<file path="config.mk">
export PLATFORM = sky130hd
export DESIGN_NAME = enemy_bullet_handle
export DESIGN_NICKNAME = d
export VERILOG_FILES = /design/src/rtl/enemy_bullet_handle.sv
export SDC_FILE = /design/constraint.sdc
export NUM_CORES = 1
export LEC_CHECK = 0
export ABC_CLOCK_PERIOD_IN_PS = 9820
export CAP_MARGIN = 20
export CORE_ASPECT_RATIO = 0.5
export CORE_UTILIZATION = 59
export DETAILED_ROUTE_END_ITERATION = 10
export MAX_ROUTING_LAYER = met4
export PLACE_DENSITY = 0.9
export SLEW_MARGIN = 40
export SYNTH_ARGS = -nofsm -noshare
export SYNTH_HDL_FRONTEND = slang
export SYNTH_SLANG_ARGS = --single-unit
</file>
<file path="constraint.sdc">
create_clock -name clk -period 9.82 [get_ports clk]
set_input_delay 1.964 -clock clk [delete_from_list [all_inputs] [get_ports clk]]
set_output_delay 1.964 -clock clk [all_outputs]
set_load 0.005 [all_outputs]
</file>
<file path="src/rtl/enemy_bullet_handle.sv">
// Enemy projectile engine: one downward bullet with launch cooldown, player hit detection and pixel render.
// Define ENEMY_BULLET_AIM_EN to steer the bullet X one pixel per move tick toward the player centre.
module enemy_bullet_handle #(
  parameter int MOVE_DIV      = 200000,
  parameter int STEP          = 2,
  parameter int COOLDOWN      = 60,
  parameter int SCREEN_BOTTOM = 479,
  parameter int PLAYER_Y      = 440,
  parameter int PLAYER_W      = 32,
  parameter int BULLET_LEN    = 16
) (
  input  logic       clk,
  input  logic       reset,
  input  logic       enable,
  input  logic [9:0] enemyPosX,
  input  logic [9:0] enemyPosY,
  input  logic [9:0] playerPos,
  input  logic [9:0] horCnt,
  input  logic [9:0] verCnt,
  output logic [9:0] bulletPosX,
  output logic [9:0] bulletPosY,
  output logic       bulletActive,
  output logic       playerHit,
  output logic [5:0] rgbContent
);

  localparam int DIV_W = $clog2(MOVE_DIV);
  localparam int CD_W  = $clog2(COOLDOWN + 1) + 1;

  typedef enum logic [1:0] {S_IDLE, S_FLY, S_HIT} state_t;

  state_t            r_state, w_state_n;
  logic [DIV_W-1:0]  r_div;
  logic [CD_W-1:0]   r_cool, w_cool_n;
  logic [9:0]        r_x, r_y, w_x_n, w_y_n, w_aim_x;
  logic [10:0]       w_ny;
  logic [5:0]        r_rgb;
  logic              w_tick, w_hit, w_draw;

  assign w_tick = enable && (r_div == DIV_W'(MOVE_DIV - 1));

  always_ff @(posedge clk) begin
    if (reset || !enable || w_tick) r_div <= '0;
    else                            r_div <= r_div + 1'b1;
  end

  // Candidate move for this tick; X steering only exists in the aiming build
  always_comb begin
    w_ny    = {1'b0, r_y} + 11'(STEP);
    w_aim_x = r_x;
`ifdef ENEMY_BULLET_AIM_EN
    if ({1'b0, r_x} < ({1'b0, playerPos} + 11'(PLAYER_W / 2)))
      w_aim_x = (r_x >= 10'd639) ? 10'd639 : r_x + 10'd1;
    else if ({1'b0, r_x} > ({1'b0, playerPos} + 11'(PLAYER_W / 2)))
      w_aim_x = (r_x == 10'd0) ? 10'd0 : r_x - 10'd1;
`endif
    w_hit = ((w_ny + 11'(BULLET_LEN - 1)) >= 11'(PLAYER_Y)) &&
            ({1'b0, playerPos} <= {1'b0, w_aim_x}) &&
            ({1'b0, w_aim_x} <= ({1'b0, playerPos} + 11'(PLAYER_W - 1)));
  end

  always_comb begin
    w_state_n = r_state;
    w_cool_n  = r_cool;
    w_x_n     = r_x;
    w_y_n     = r_y;
    if (!enable) begin
      w_state_n = S_IDLE;
      w_cool_n  = CD_W'(COOLDOWN);
    end else begin
      case (r_state)
        S_IDLE: begin
          if (r_cool == '0) begin
            w_x_n     = enemyPosX;
            w_y_n     = enemyPosY + 10'd1;
            w_state_n = S_FLY;
          end else if (w_tick) begin
            w_cool_n = r_cool - 1'b1;
          end
        end
        S_FLY: begin
          if (w_tick) begin
            w_x_n = w_aim_x;
            // A hit on the last visible step wins over leaving the screen
            if (w_hit) begin
              w_y_n     = w_ny[9:0];
              w_state_n = S_HIT;
            end else if (w_ny > 11'(SCREEN_BOTTOM)) begin
              w_state_n = S_IDLE;
              w_cool_n  = CD_W'(COOLDOWN);
            end else begin
              w_y_n = w_ny[9:0];
            end
          end
        end
        S_HIT: begin
          w_state_n = S_IDLE;
          w_cool_n  = CD_W'(COOLDOWN);
        end
        default: begin
          w_state_n = S_IDLE;
          w_cool_n  = CD_W'(COOLDOWN);
        end
      endcase
    end
  end

  always_ff @(posedge clk) begin
    if (reset) begin
      r_state <= S_IDLE;
      r_cool  <= CD_W'(COOLDOWN);
      r_x     <= 10'd319;
      r_y     <= 10'd0;
    end else begin
      r_state <= w_state_n;
      r_cool  <= w_cool_n;
      r_x     <= w_x_n;
      r_y     <= w_y_n;
    end
  end

  assign w_draw = (r_state == S_FLY) &&
                  (verCnt >= r_y) && ({1'b0, verCnt} <= ({1'b0, r_y} + 11'(BULLET_LEN - 1))) &&
                  (horCnt >= r_x) && ({1'b0, horCnt} <= ({1'b0, r_x} + 11'd1));

  always_ff @(posedge clk) begin
    if (reset) r_rgb <= 6'b000000;
    else       r_rgb <= w_draw ? 6'b110000 : 6'b000000;
  end

  assign bulletPosX   = r_x;
  assign bulletPosY   = r_y;
  assign bulletActive = (r_state == S_FLY);
  assign playerHit    = (r_state == S_HIT);
  assign rgbContent   = r_rgb;

endmodule

</file>
; Word-level counts from Yosys, hierarchy flattened
; Index checks and enable logic that the tools add are counted.
[word_totals]
register_bits = 53
latchBits = 0
mem_bits_rw = 0
rom_bits = 0
in_bits = 53
wordCells = 69
n_memories = 0
[classes]
n_addsub = 8
n_mul = 0
n_div = 0
n_lt_le_gt_ge = 8
n_eq_ne = 11
shifts = 0
muxes = 17
n_bitwise = 1
n_reduce_logical = 18
[ops]
columns = operator, n
row1 = 2-to-1 mux 10 bit, 4
row2 = 2-to-1 mux 7 bit, 5
row3 = less-or-equal comparator 10 x 11 -> 1 bit, 3
row4 = >= comparator 10 bit, 2
row5 = case mux 10 bit (2 select lines), 1
row6 = adder 18 x 1 -> 18 bit (second input constant), 1
row7 = equality test 18 bit (second input constant), 1
row8 = case mux 7 bit (2 select lines), 1
row9 = adder 10 x 1 -> 11 bit (second input constant), 1
row10 = adder 10 x 2 -> 11 bit (second input constant), 1
row11 = adder 10 x 4 -> 11 bit (second input constant), 1
row12 = adder 10 x 5 -> 11 bit (second input constant), 1
row13 = adder 11 x 4 -> 11 bit (second input constant), 1
row14 = >= comparator 11 x 9 -> 1 bit (second input constant), 1
row15 = greater-than comparator 11 x 9 -> 1 bit (second input constant), 1
row16 = adder 10 x 1 -> 10 bit (second input constant), 1
row17 = less-or-equal comparator 10 bit, 1
row18 = AND reduction 5 bit, 2
row19 = 2-to-1 mux 2 bit, 4
row20 = inequality test 2 bit (second input constant), 4
row21 = logical AND 1 bit, 7
row22 = zero test 7 bit, 1
row23 = subtractor 7 x 1 -> 7 bit (second input constant), 1
row24 = 2-to-1 mux 6 bit, 1
row25 = 13 further kinds, 16

; Longest topological paths before layout
[depth]
word_depth = 8
mapped_depth = 16
depth_no_buf = 15

; Worst setup path before layout
; Ideal clock, no wire load.
[synth_timing]
path_type = input to register
startpoint = input playerPos[0]
endpoint = register r_cool[3]
setup_ps = 122
arrival_time_ps = 4933
required_time_ps = 9698
path_slack_ps = 4765
stages = 15
path_buffers = 1
cell_sequence = inv_1 ha_1 a21boi_0 nand3_1 xor2_1 ha_1 a21oi_1 o22ai_1 nor4_1 o22ai_1 or4_1 buf_2 a41oi_4 nand2_1 a221o_1
[synth_between]
elab_chain_cells = 5
elab_cells_between_ends = 7
classes_between = add/sub: 1 / order compare: 2 / eq/ne: 1 / reduce/logical: 3
[synth_rtl]
columns = item, line_no
row1 = start: declaration, 17  ; input logic [9:0] playerPos,
row2 = adder 10 x 5 -> 11 bit / less-or-equal comparator 10 bit (equally long branches), "59, 58"
row3 = less-or-equal comparator 10 x 11 -> 1 bit / logical AND 1 bit (equally long branches), "59, 57"
row4 = logical AND 1 bit *, 58  ; ({1'b0, playerPos} <= {1'b0, w_aim_x}) &&
row5 = inequality test 2 bit (no source line) *, -
row6 = AND reduction 5 bit (no source line) *, -
row7 = end signal: assignment, 111  ; r_cool <= CD_W'(COOLDOWN);
row8 = end signal: assignment, 116  ; r_cool <= w_cool_n;
row9 = end: declaration, 34  ; logic [CD_W-1:0] r_cool, w_cool_n;
; Every way passes the cells marked *; elsewhere a longest branch is shown, timed or not.
; A chain may end at the register's enable or synchronous reset.

; Final worst setup path
; Ends and elaborated chain as after synthesis.

==> flow_metrics.py <==
metrics = {
    "min_path": {
        "min_path_cells": 1,
        "min_from": "r_div[0]$_SDFF_PP0_",
        "hold_path.class": "reg2reg",
    },
    "global_routing": {
        "grt_pass1_vias": 4415,
        "grt_max_degree": 33,
        "grt_pass1_wl_um": 20120,
        "antenna_found_initial": 0,
        "grt_util_all_layers_pct": 30.99,
        "gr-total-overflow": 0,
    },
    "critical_path": {
        "endpoint_kind": "register",
        "r2r-start": "bulletPosY[0]$_SDFFE_PP0P_",
        "worstSetupStartpointType": "primary input",
        "worstPathRequired_ns": 10.01,
        "crit_type": "in2reg",
        "cp-startpoint": "playerPos[0]",
        "cp_top_family": "compound AO/OA/AOI/OAI gates",
        "crit_buf_inv": 2,
        "crit_path_top_delay_cell": "or4_1",
        "r2r_cells": 12,
        "cpPeakStageDelay_ns": 0.70,
        "worstSetupPathDepth": 15,
        "cp_cell_sequence": "clkdlybuf4s50_1, inv_1, ha_1, a21boi_0, nand3_1, xor2_1, ha_1, a21oi_1, o22ai_1, nor4_1, o22ai_1, or4_1, a41oi_4, nand2_1, a221o_1",
        "crit_fanout": 6,
        "arrival_ns": 5.88,
    },
    "floorplanning": {
        "ioPinCount": 81,
        "die_y_um": 65.49,
        "dieArea_um2": 8446,
        "die_w_um": 129.0,
        "placementRows": 22,
        "start_util_pct": 62.83,
        "coreArea_um2": 7570,
    },
    "cells_and_area": {
        "areaGrowthSynthToFinish_pct": 20.10,
        "nets": 778,
        "n_antenna_cell": 0,
        "drive_gt1_share_pct": 3.058,
        "seq_area_um2": 960.9,
        "multi_input_area_um2": 3546,
        "fill_cells": 572,
        "finalNonFillerCells": 762,
    },
    "synth": {
        "ys_types": 68,
        "syn_avg_cell_area_um2": 8.020,
        "synth_edf_count": 0,
        "syn-cell-area_um2": 4756,
        "async_flop_share_pct": 0,
        "synth-main-ff-cell": "dfxtp_1",
        "syn_inst": 593,
        "ys_ff_latch": 48,
        "yosysWarnings": 0,
        "seq_area_frac_synth_pct": 20.21,
    },
    "power_and_ir_drop": {
        "power.total_uw": 478.3,
        "p_leak_nw": 2.276,
        "vdd_drop_max_mv": 0.07414,
        "power.density_nw_per_um2": 83.74,
    },
    "timing": {
        "finalCritPeriodShare_pct": 58.04,
        "fmax_mhz": 175.5,
        "fin_crit_ns": 5.699,
        "report.final.slew_viol_count": 0,
        "fin_setup_tns_ns": 0,
        "finClkSkew_ns": 0.004003,
        "hold_slack_ns": 0.4682,
        "fin_ws_ns": 4.121,
        "tightest_slew_ns": 0.7141,
        "rsz0062_at_grt": "no",
        "setup_viol": 0,
        "hold_viol": 0,
        "relSlewSlack_pct": 52.39,
    },
    "run_status": {
        "outcome": "finished, final reports clean",
    },
    "routing": {
        "drt-vias-per-instance": 6.063,
        "wl_per_cell_um": 16.26,
        "first_pass_iters": 5,
        "vias": 4620,
        "wl_um": 12390,
        "ant_nets": 0,
        "drc": 0,
        "drtIter0Drc": 390,
    },
    "run": {
        "maxCapViolations": 0,
    },
    "cts": {
        "cts_resized": 0,
        "clkTransAtPathRegs_ns": 0.07,
        "htreeDepth": 2,
        "cts_hold_buf": 0,
        "postCtsSetupRepairBufs": 0,
        "cts_root_buf": "clkbuf_16",
        "cts.sinks": 48,
        "cts_tree": "done",
        "clockBufferDepth": 2,
        "cts_buffers": 5,
        "clk-insertion-delay-late_ns": 0.30,
    },
    "placement": {
        "place_ws_ns": 3.880,
        "dp_hpwl_um": 9621,
        "place_congestion": 0.9572,
        "placed_cells": 754,
        "portBuffers": 76,
    },
}
## where the power goes
group	internal, mW	switching (mW)	leakage [nW]
Sequential	0.195	0.000350	0.387
Clock	0.128	0.0795	0.0871
Combinational	0.0406	0.0353	1.80
Total	0.363	0.115	2.28
## per-stage QoR
| stage | cell area, um^2 | util (%) |
|---|---|---|
| after global routing | 5712 | 75.45 |
| final | 5712 | 75.45 |
| after global placement | 5534 | 73.11 |
| after floorplan | 4767 | - |
| after detailed placement | 5534 | 73.11 |
| after CTS | 5712 | 75.45 |
## placed cells by master (no fill, tap or decap), types with 15 or more instances in the layout
master / n
clkdlybuf4s50_1: 76
a21oi_1: 22
ha_1: 72
nor3_1: 16
nand2_1: 37
xnor2_1: 32
nand2b_1: 15
xor2_1: 18
dfxtp_1: 48
nor2_1: 47
o21ai_0: 26
nand3_1: 35
inv_1: 31
and3_1: 17
## logic make-up after synthesis
| family | share of synthesized area [%] |
|---|---|
| xor+xnor | 9.208 |
| mux | 1.289 |
| fa+ha+maj | 18.94 |
| buf+inv | 5.472 |
| flops | 20.21 |
| other cells | 0.07885 |
| compound gates | 19.84 |
| simple gates | 24.97 |
## per-layer routing
layer  up-vias  wire length (um)  track usage (%)
met5         -                 0                -
met4         0               155            7.500
met3        22               679            4.967
met2       142              5967            55.74
met1      2174              5584            36.60
li1       2282                 -                -
## registers in the layout (all words and copies together) (netlist names)
name,flops
bulletPosX,10
rgbContent,1
bulletPosY,10
r_div,18
r_state,2
r_cool,7
## synthesized netlist by cell type (16+ instances only)
cell      n  area share (%)
a21oi_1  22             2.3
and3_1   17             2.2
dfxtp_1  48              20
ha_1     72              19
inv_1    31             2.4
nand2_1  37             2.9
nand3_1  35             3.7
nor2_1   47             3.7
nor3_1   16             1.7
o21ai_0  26             2.7
xnor2_1  32             5.9
xor2_1   18             3.3
## final cells by class
cell class | instances | share of cell area [%]
repair buffers | 77 | 13.45
multi-input cells | 488 | 62.08
well taps | 108 | 2.366
clock inverters | 2 | 0.6791
inverters | 33 | 2.169
flip-flops and latches | 48 | 16.82
clock buffers | 6 | 2.432
## final timing paths
path	end	slack, ns
worst max-delay path	r_cool[3]$_SDFFE_PP1P_	4.12
worst min-delay path	r_div[0]$_SDFF_PP0_	0.47
worst max register to register	rgbContent[4]$_SDFF_PP0_	6.17
worst min register to register	r_div[0]$_SDFF_PP0_	0.47
Power figures use the tool's default switching activity.
